`src/rtl/image_stage_sequencer.sv`:
```
// Runs the mirror, gray and filter engines one at a time on a shared 64x64 image memory port.
// Define STAGE_WATCHDOG_EN to add a per-stage RUN watchdog with a sticky error flag.
module image_stage_sequencer #(
  parameter int unsigned ADDR_W      = 6,
  parameter int unsigned PIX_W       = 24,
  parameter int unsigned WDOG_CYCLES = 65535
) (
  input  logic                clk,
  input  logic                rst,
  input  logic                start,
  input  logic [2:0]          stage_mask,
  output logic                busy,
  output logic                done,
  output logic                error,
  output logic [1:0]          stage_sel,
  output logic [2:0]          eng_go,
  input  logic [2:0]          eng_done,
  input  logic [3*ADDR_W-1:0] eng_row,
  input  logic [3*ADDR_W-1:0] eng_col,
  input  logic [2:0]          eng_we,
  input  logic [3*PIX_W-1:0]  eng_pix,
  output logic [ADDR_W-1:0]   mem_row,
  output logic [ADDR_W-1:0]   mem_col,
  output logic                mem_we,
  output logic [PIX_W-1:0]    mem_pix
);

  typedef enum logic [2:0] {StIdle, StLaunch, StRun, StNext, StDone, StErr} state_e;

  state_e     state_q;
  logic [2:0] pending_q;
  logic [2:0] done_q;
  logic [2:0] go_q;
  logic [1:0] cur_q;
  logic       busy_q;
  logic       done_pulse_q;
  logic       done_edge;
  logic [2:0] remaining;

  // Fixed mirror -> gray -> filter order falls out of always picking the lowest pending bit.
  function automatic logic [1:0] lowest(input logic [2:0] m);
    if (m[0]) return 2'd0;
    if (m[1]) return 2'd1;
    return 2'd2;
  endfunction

  function automatic logic [2:0] onehot(input logic [1:0] i);
    return 3'b001 << i;
  endfunction

  assign done_edge = eng_done[cur_q] & ~done_q[cur_q];
  assign remaining = pending_q & ~onehot(cur_q);

`ifdef STAGE_WATCHDOG_EN
  localparam int unsigned WdogW = $clog2(WDOG_CYCLES + 1);
  localparam logic [WdogW-1:0] WdogLast = WdogW'(WDOG_CYCLES - 1);

  logic [WdogW-1:0] wdog_q;
  logic             error_q;
  logic             wdog_expired;

  assign wdog_expired = (wdog_q == WdogLast);
  assign error        = error_q;
`else
  localparam int unsigned UnusedWdogCycles = WDOG_CYCLES;

  assign error = 1'b0;
`endif

  always_ff @(posedge clk) begin
    if (rst) begin
      state_q      <= StIdle;
      pending_q    <= '0;
      done_q       <= '0;
      go_q         <= '0;
      cur_q        <= '0;
      busy_q       <= 1'b0;
      done_pulse_q <= 1'b0;
`ifdef STAGE_WATCHDOG_EN
      wdog_q       <= '0;
      error_q      <= 1'b0;
`endif
    end else begin
      done_q       <= eng_done;
      go_q         <= '0;
      done_pulse_q <= 1'b0;
      unique case (state_q)
        StIdle: begin
          if (start) begin
`ifdef STAGE_WATCHDOG_EN
            error_q <= 1'b0;
`endif
            if (stage_mask != 3'b000) begin
              pending_q <= stage_mask;
              cur_q     <= lowest(stage_mask);
              go_q      <= onehot(lowest(stage_mask));
              busy_q    <= 1'b1;
              state_q   <= StLaunch;
            end else begin
              done_pulse_q <= 1'b1;
              state_q      <= StDone;
            end
          end
        end
        StLaunch: begin
`ifdef STAGE_WATCHDOG_EN
          wdog_q  <= '0;
`endif
          state_q <= StRun;
        end
        StRun: begin
          if (done_edge) begin
            state_q <= StNext;
`ifdef STAGE_WATCHDOG_EN
          end else if (wdog_expired) begin
            pending_q <= '0;
            busy_q    <= 1'b0;
            state_q   <= StErr;
          end else begin
            wdog_q <= wdog_q + 1'b1;
`endif
          end
        end
        StNext: begin
          pending_q <= remaining;
          if (remaining != 3'b000) begin
            cur_q   <= lowest(remaining);
            go_q    <= onehot(lowest(remaining));
            state_q <= StLaunch;
          end else begin
            busy_q       <= 1'b0;
            done_pulse_q <= 1'b1;
            state_q      <= StDone;
          end
        end
        StDone: state_q <= StIdle;
        StErr: begin
`ifdef STAGE_WATCHDOG_EN
          error_q <= 1'b1;
`endif
          state_q <= StIdle;
        end
        default: state_q <= StIdle;
      endcase
    end
  end

  // Only the engine being run may drive the memory port; everything else is held at zero.
  always_comb begin
    mem_row = '0;
    mem_col = '0;
    mem_we  = 1'b0;
    mem_pix = '0;
    if (state_q == StRun) begin
      for (int k = 0; k < 3; k++) begin
        if (cur_q == 2'(k)) begin
          mem_row = eng_row[k*ADDR_W +: ADDR_W];
          mem_col = eng_col[k*ADDR_W +: ADDR_W];
          mem_we  = eng_we[k];
          mem_pix = eng_pix[k*PIX_W +: PIX_W];
        end
      end
    end
  end

  assign busy      = busy_q;
  assign done      = done_pulse_q;
  assign stage_sel = cur_q;
  assign eng_go    = go_q;

endmodule

```
`config.mk`:
```
export PLATFORM = sky130hd
export DESIGN_NAME = image_stage_sequencer
export DESIGN_NICKNAME = d
export VERILOG_FILES = /design/src/rtl/image_stage_sequencer.sv
export SDC_FILE = /design/constraint.sdc
export NUM_CORES = 1
export LEC_CHECK = 0
export CAP_MARGIN = 20
export CORE_AREA = 10 10 68 112
export CTS_CLUSTER_DIAMETER = 50
export DETAILED_ROUTE_END_ITERATION = 6
export DIE_AREA = 0 0 78 122
export PLACE_DENSITY = 0.81
export SYNTH_ARGS = -nofsm -noshare
export SYNTH_HDL_FRONTEND = slang
export SYNTH_SLANG_ARGS = --single-unit
```
`constraint.sdc`:
```
create_clock -name clk -period 2.14 [get_ports clk]
set_input_delay 0.428 -clock clk [delete_from_list [all_inputs] [get_ports clk]]
set_output_delay 0.428 -clock clk [all_outputs]
set_load 0.05 [all_outputs]
```
# Word level (Yosys, flattened, before mapping)
# Index checks and enable logic that the tools add are counted.
[word_totals]
mem_bits_rw = 0
n_memories = 0
reg_bits = 16
latchBits = 0
mem_bits_ro = 0
[op_classes]
n_shift = 3
n_mul = 0
div = 0
eq_ne = 10
n_addsub = 0
n_reduce_logical = 9
n_mux = 76
order_cmp = 1
n_bitwise = 4
[ops]
columns = ["cell", "count"]
rows = [
  ["24-bit 2-to-1 mux", 4],
  ["6-bit 2-to-1 mux", 8],
  ["1-bit 2-to-1 mux", 32],
  ["2-bit 2-to-1 mux", 15],
  ["3-bit 2-to-1 mux", 9],
  ["3-bit one-hot mux with 2 select lines", 2],
  ["3-bit one-hot mux with 4 select lines", 1],
  ["2-bit != test (second input constant)", 5],
  ["1-bit by 2-bit << shifter with 3-bit output (first input constant)", 3],
  ["4-bit AND reduction", 2],
  ["3-bit by 2-bit == test with 1-bit output (second input constant)", 2],
  ["3-bit nonzero test", 2],
  ["1-bit binary-select mux with 2-bit select", 2],
  ["1-bit one-hot mux with 2 select lines", 2],
  ["2-bit one-hot mux with 2 select lines", 1],
  ["3-bit AND", 1],
  ["3-bit by 1-bit == test with 1-bit output (second input constant)", 1],
  ["3-bit zero test", 1],
  ["2-bit by 3-bit less-than comparator with 1-bit output (second input constant)", 1],
  ["3-bit inverter", 1],
  ["3-bit AND reduction", 1],
  ["2-bit by 1-bit == test with 1-bit output (second input constant)", 1],
  ["2-bit == test (second input constant)", 1],
  ["2-bit zero test", 1],
  ["other kinds (4)", 4],
]

# Longest topological paths before layout
# Gate-level depths: netlist of run 1.
[logic_depth]
word_depth = 20
ltp_mapped = 6
ltp_nobuf = 4

# Least setup slack after synthesis of run 1
# No wires, ideal clock.
[synth_path]
kind = "register to output"
startpoint = "reg cur_q[1] (netlist: stage_sel[1])"
endpoint = "out mem_pix[10]"
arrival_time_ns = 2.174
slack_ns = -0.462
t_required_ns = 1.712
path_buffers = 3
stages_incl_launch_ff = 7
cell_sequence = "dfxtp_1 -> buf_2 -> nor2b_1 -> buf_2 -> buf_2 -> a21oi_1 -> nor2_1"
[synth_between]
elab_chain_cells = 5
elab_cells_between_ends = 7
[synth_rtl]
columns = ["element", "line", "rtl"]
rows = [
  ["start: declaration", "34", "logic [1:0] cur_q;"],
  ["start signal: assignment", "95", "cur_q <= lowest(stage_mask);"],
  ["start signal: assignment", "127", "cur_q <= lowest(remaining);"],
  ["2-bit zero test", "156", "if (cur_q == 2'(k)) begin"],
  ["24-bit 2-to-1 mux (2 in a row)", "156", ""],
  ["24-bit 2-to-1 mux *", "156", ""],
  ["24-bit 2-to-1 mux *", "154", "if (state_q == StRun) begin"],
  ["end: declaration", "25", "output logic [PIX_W-1:0] mem_pix"],
]
# Every way passes the cells marked *; elsewhere a longest branch is shown, timed or not.

# Worst setup path after layout of run 1
[layout_path]
startpoint = "reg cur_q[0] (netlist: stage_sel[0])"
endpoint = "out mem_pix[5]"
# The elaborated chain is that of the path after synthesis.

==> out/metrics.yaml, run 1 <==
p_total_mw: 2.775
dieHeight_um: 122
postLayoutCellArea_um2: 4244
fin_cells: 491
drtIter0Drc: 151
seqPwrFrac_pct: 14.3
crit_fanout: 18
reg2reg_depth: 5
finalSetupViolCount: 0
grt_first_pass_wirelength_um: 14120
clkPwrFrac_pct: 8.3
power.internal_mw: 1.440
worst_pin_slew_ns: 0.5202
fmax_mhz: 483.1
power_frac_comb_pct: 77.4
path_buf_inv: 2
max_stage_delay_ns: 0.43
r2r-start: "stage_sel[0]"
worstSetupPathType: "reg -> out"
drive_gt1_share_pct: 26.15
worstPathArrival_ns: 1.64
slew_viol_final: 0
cts_buffers: 3
cp-start-kind: "flop"
r2r_slack_ns: 0.34
final_common_cell: "clkdlybuf4s50_1"
fp.dieW_um: 78
netlist_instances: 256
io_pins: 165
p_sw_mw: 1.335
totalWireLength_um: 9303
dieArea_um2: 9516
period_share_pct: 96.72
slowest_stage: "dfxtp_4"
crit_top_cell: "buf_12"
cts_max_path_buffers: 2
hold_viol_final: 0
path_cells: "buf_12 -> mux2i_1 -> nor2_1 -> a21oi_1 -> nor2_4 -> buf_12"
required_ns: 1.71
power.leakage_nw: 1.468
core_region_area_um2: 5787
min-delay-start: "pending_q[2]"
grt_use_total_pct: 18.38
portBuffers: 163
cts_tree: "built"
num_vias: 2509
holdPathStages: 2
startpoint: "stage_sel[0]"
clock_skew_ns: 0.005132
cp_top_family: "flip-flops"
layout_setup_ws_ns: 0.07021
final_cell_mix: "clkdlybuf4s50_1, nor2_1, buf_12"
initial_core_util_pct: 29.86
firstDrtPassIters: 4
async_reset_ff_share_pct: 0
cts_root_buf: "clkbuf_8"
hold_end: "pending_q[2]"
antenna_found_initial: 0
grt_max_degree: 31
wl_per_cell_um: 18.95
grt.overflow.total: 0
seq_area_frac_synth_pct: 18.54
synth_flop_cell: "dfxtp_1"
netlist_area_um2: 1728
place_hpwl_um: 8063
ir_drop_v: 0.0003284
synth_edf_count: 0
area_growth_pct: 145.6
power_density_nw_per_um2: 653.9
route.detailed.drc: 0
antenna_cells: 0
timing.rr.end: "stage_sel[0]"
synth_area_per_cell_um2: 6.750
htree_num_levels: 1
power.share.switching_pct: 48.11
status: "completed"
clock-sinks: 16
rows: 37
routed_via_density: 5.110
ys_ff_latch: 16
grt_pass1_vias: 2832
clkTransAtPathRegs_ns: 0.06
finalCriticalPeriod_ns: 2.070
gp_congestion: 0.9214
place_area_um2: 4150
clk_latency_ns: 0.25
whs_ns: 0.5619
fin_nets: 535
hp-class: "reg -> reg"
slew_headroom_pct: 65.21
pre_cts_slack_ns: 0.03787
syn_nets: 376
antenna_left: 0
synth_cell_types: 42
fillers: 430
place_inst: 487
endpoint_kind: "primary output"
rsz0062_at_grt: "true"
cap_viol_max_count: 0
post_cts_buffers: 0
yosys_warnings: 0
[layer usage]
metal  track usage (%)  vias up  share of wire (%)  wire, um
met2             36.20      124                 57      5308
met5                 0        -                  0         0
met3             6.785       23                8.9       830
li1                  -     1202                  -         -
met1             15.86     1160                 30      2823
met4             8.108        0                3.7       341
[Yosys cell counts, types with 2 or more instances]
| cell type | number | area share [%] |
|---|---|---|
| nor2_1 | 81 | 18 |
| a21oi_1 | 45 | 13 |
| mux2i_1 | 37 | 21 |
| dfxtp_1 | 16 | 19 |
| buf_2 | 11 | 3.2 |
| clkbuf_1 | 7 | 1.5 |
| nand2_1 | 6 | 1.3 |
| nor2b_1 | 6 | 2.2 |
| o21ai_0 | 6 | 1.7 |
| nand3b_1 | 3 | 1.3 |
| nor3_1 | 3 | 0.87 |
| and2_1 | 2 | 0.72 |
| buf_1 | 2 | 0.43 |
| nand2b_1 | 2 | 0.72 |
| nor4_1 | 2 | 0.72 |
[worst min-delay path: cells and delay by family (launching register included)]
kind | cells | cell delay, ns
flip-flops | 1 | 0.36
AO/OA/AOI/OAI | 2 | 0.15
[cells by family after synthesis]
group / synth area share [%]
AOI/OAI and AO/OA: 20.57
xor gates and xnor gates: 0.5070
buffers and inverters: 7.096
DFF: 18.54
muxes: 22.95
other: 0.2170
and+or+nand+nor: 30.12
[cell type report]
class | count | area, um^2 | share of cell area (%)
clock buffer | 3 | 41.29 | 0.9729
multi-input combinational | 217 | 1590 | 37.47
sequential | 16 | 325.3 | 7.665
tap | 78 | 97.59 | 2.300
timing repair buffer | 177 | 2190 | 51.59
[stage by stage]
| stage | utilization, % | setup TNS [ns] |
|---|---|---|
| after global placement | 71.72 | 0 |
| final | 73.34 | 0 |
| after global routing | 73.34 | -0.04956 |
| after floorplan | - | 0 |
| after CTS | 72.43 | 0 |
| after detailed placement | 71.72 | 0 |
[sequential cells by signal, summed over array words and instances (netlist names)]
signal / flops
pending_q: 3
done_q: 3
state_q: 3
eng_go: 3
done: 1
busy: 1
stage_sel: 2
[worst max-delay path by stage]
stage,end,slack [ns],cells past startpoint
final,mem_pix[5],0.07,6
after CTS,mem_row[0],0.03,6
after floorplan,mem_col[0],0.05,6
after global routing,mem_pix[6],-0.04,6
after global placement,stage_sel[0],0.07,5
after detailed placement,stage_sel[0],0.04,5
[power by group through the flow]
stage               combinational (mW)  clock, mW  sequential (mW)
floorplan                         1.19          0            0.416
global placement                  2.09          0            0.398
detailed placement                2.13          0            0.400
CTS                               2.13      0.226            0.394
global route                      2.26      0.247            0.404
finish                            2.15      0.230            0.398
[timing repair]
| item | CTS | global route |
|---|---|---|
| hold buffers | 0 | 0 |
| hold endpoints to repair | 0 | 0 |
| resized for setup | 0 | 8 |
| setup endpoints to repair | 0 | 36 |
(Power assumes the default switching activity.)
==> run 2: changes to the inputs <==
SLEW_MARGIN = 40   (was unset)
==> results of run 2 <==
Same layout as run 1: the final DEF is identical, and so are final timing and power.
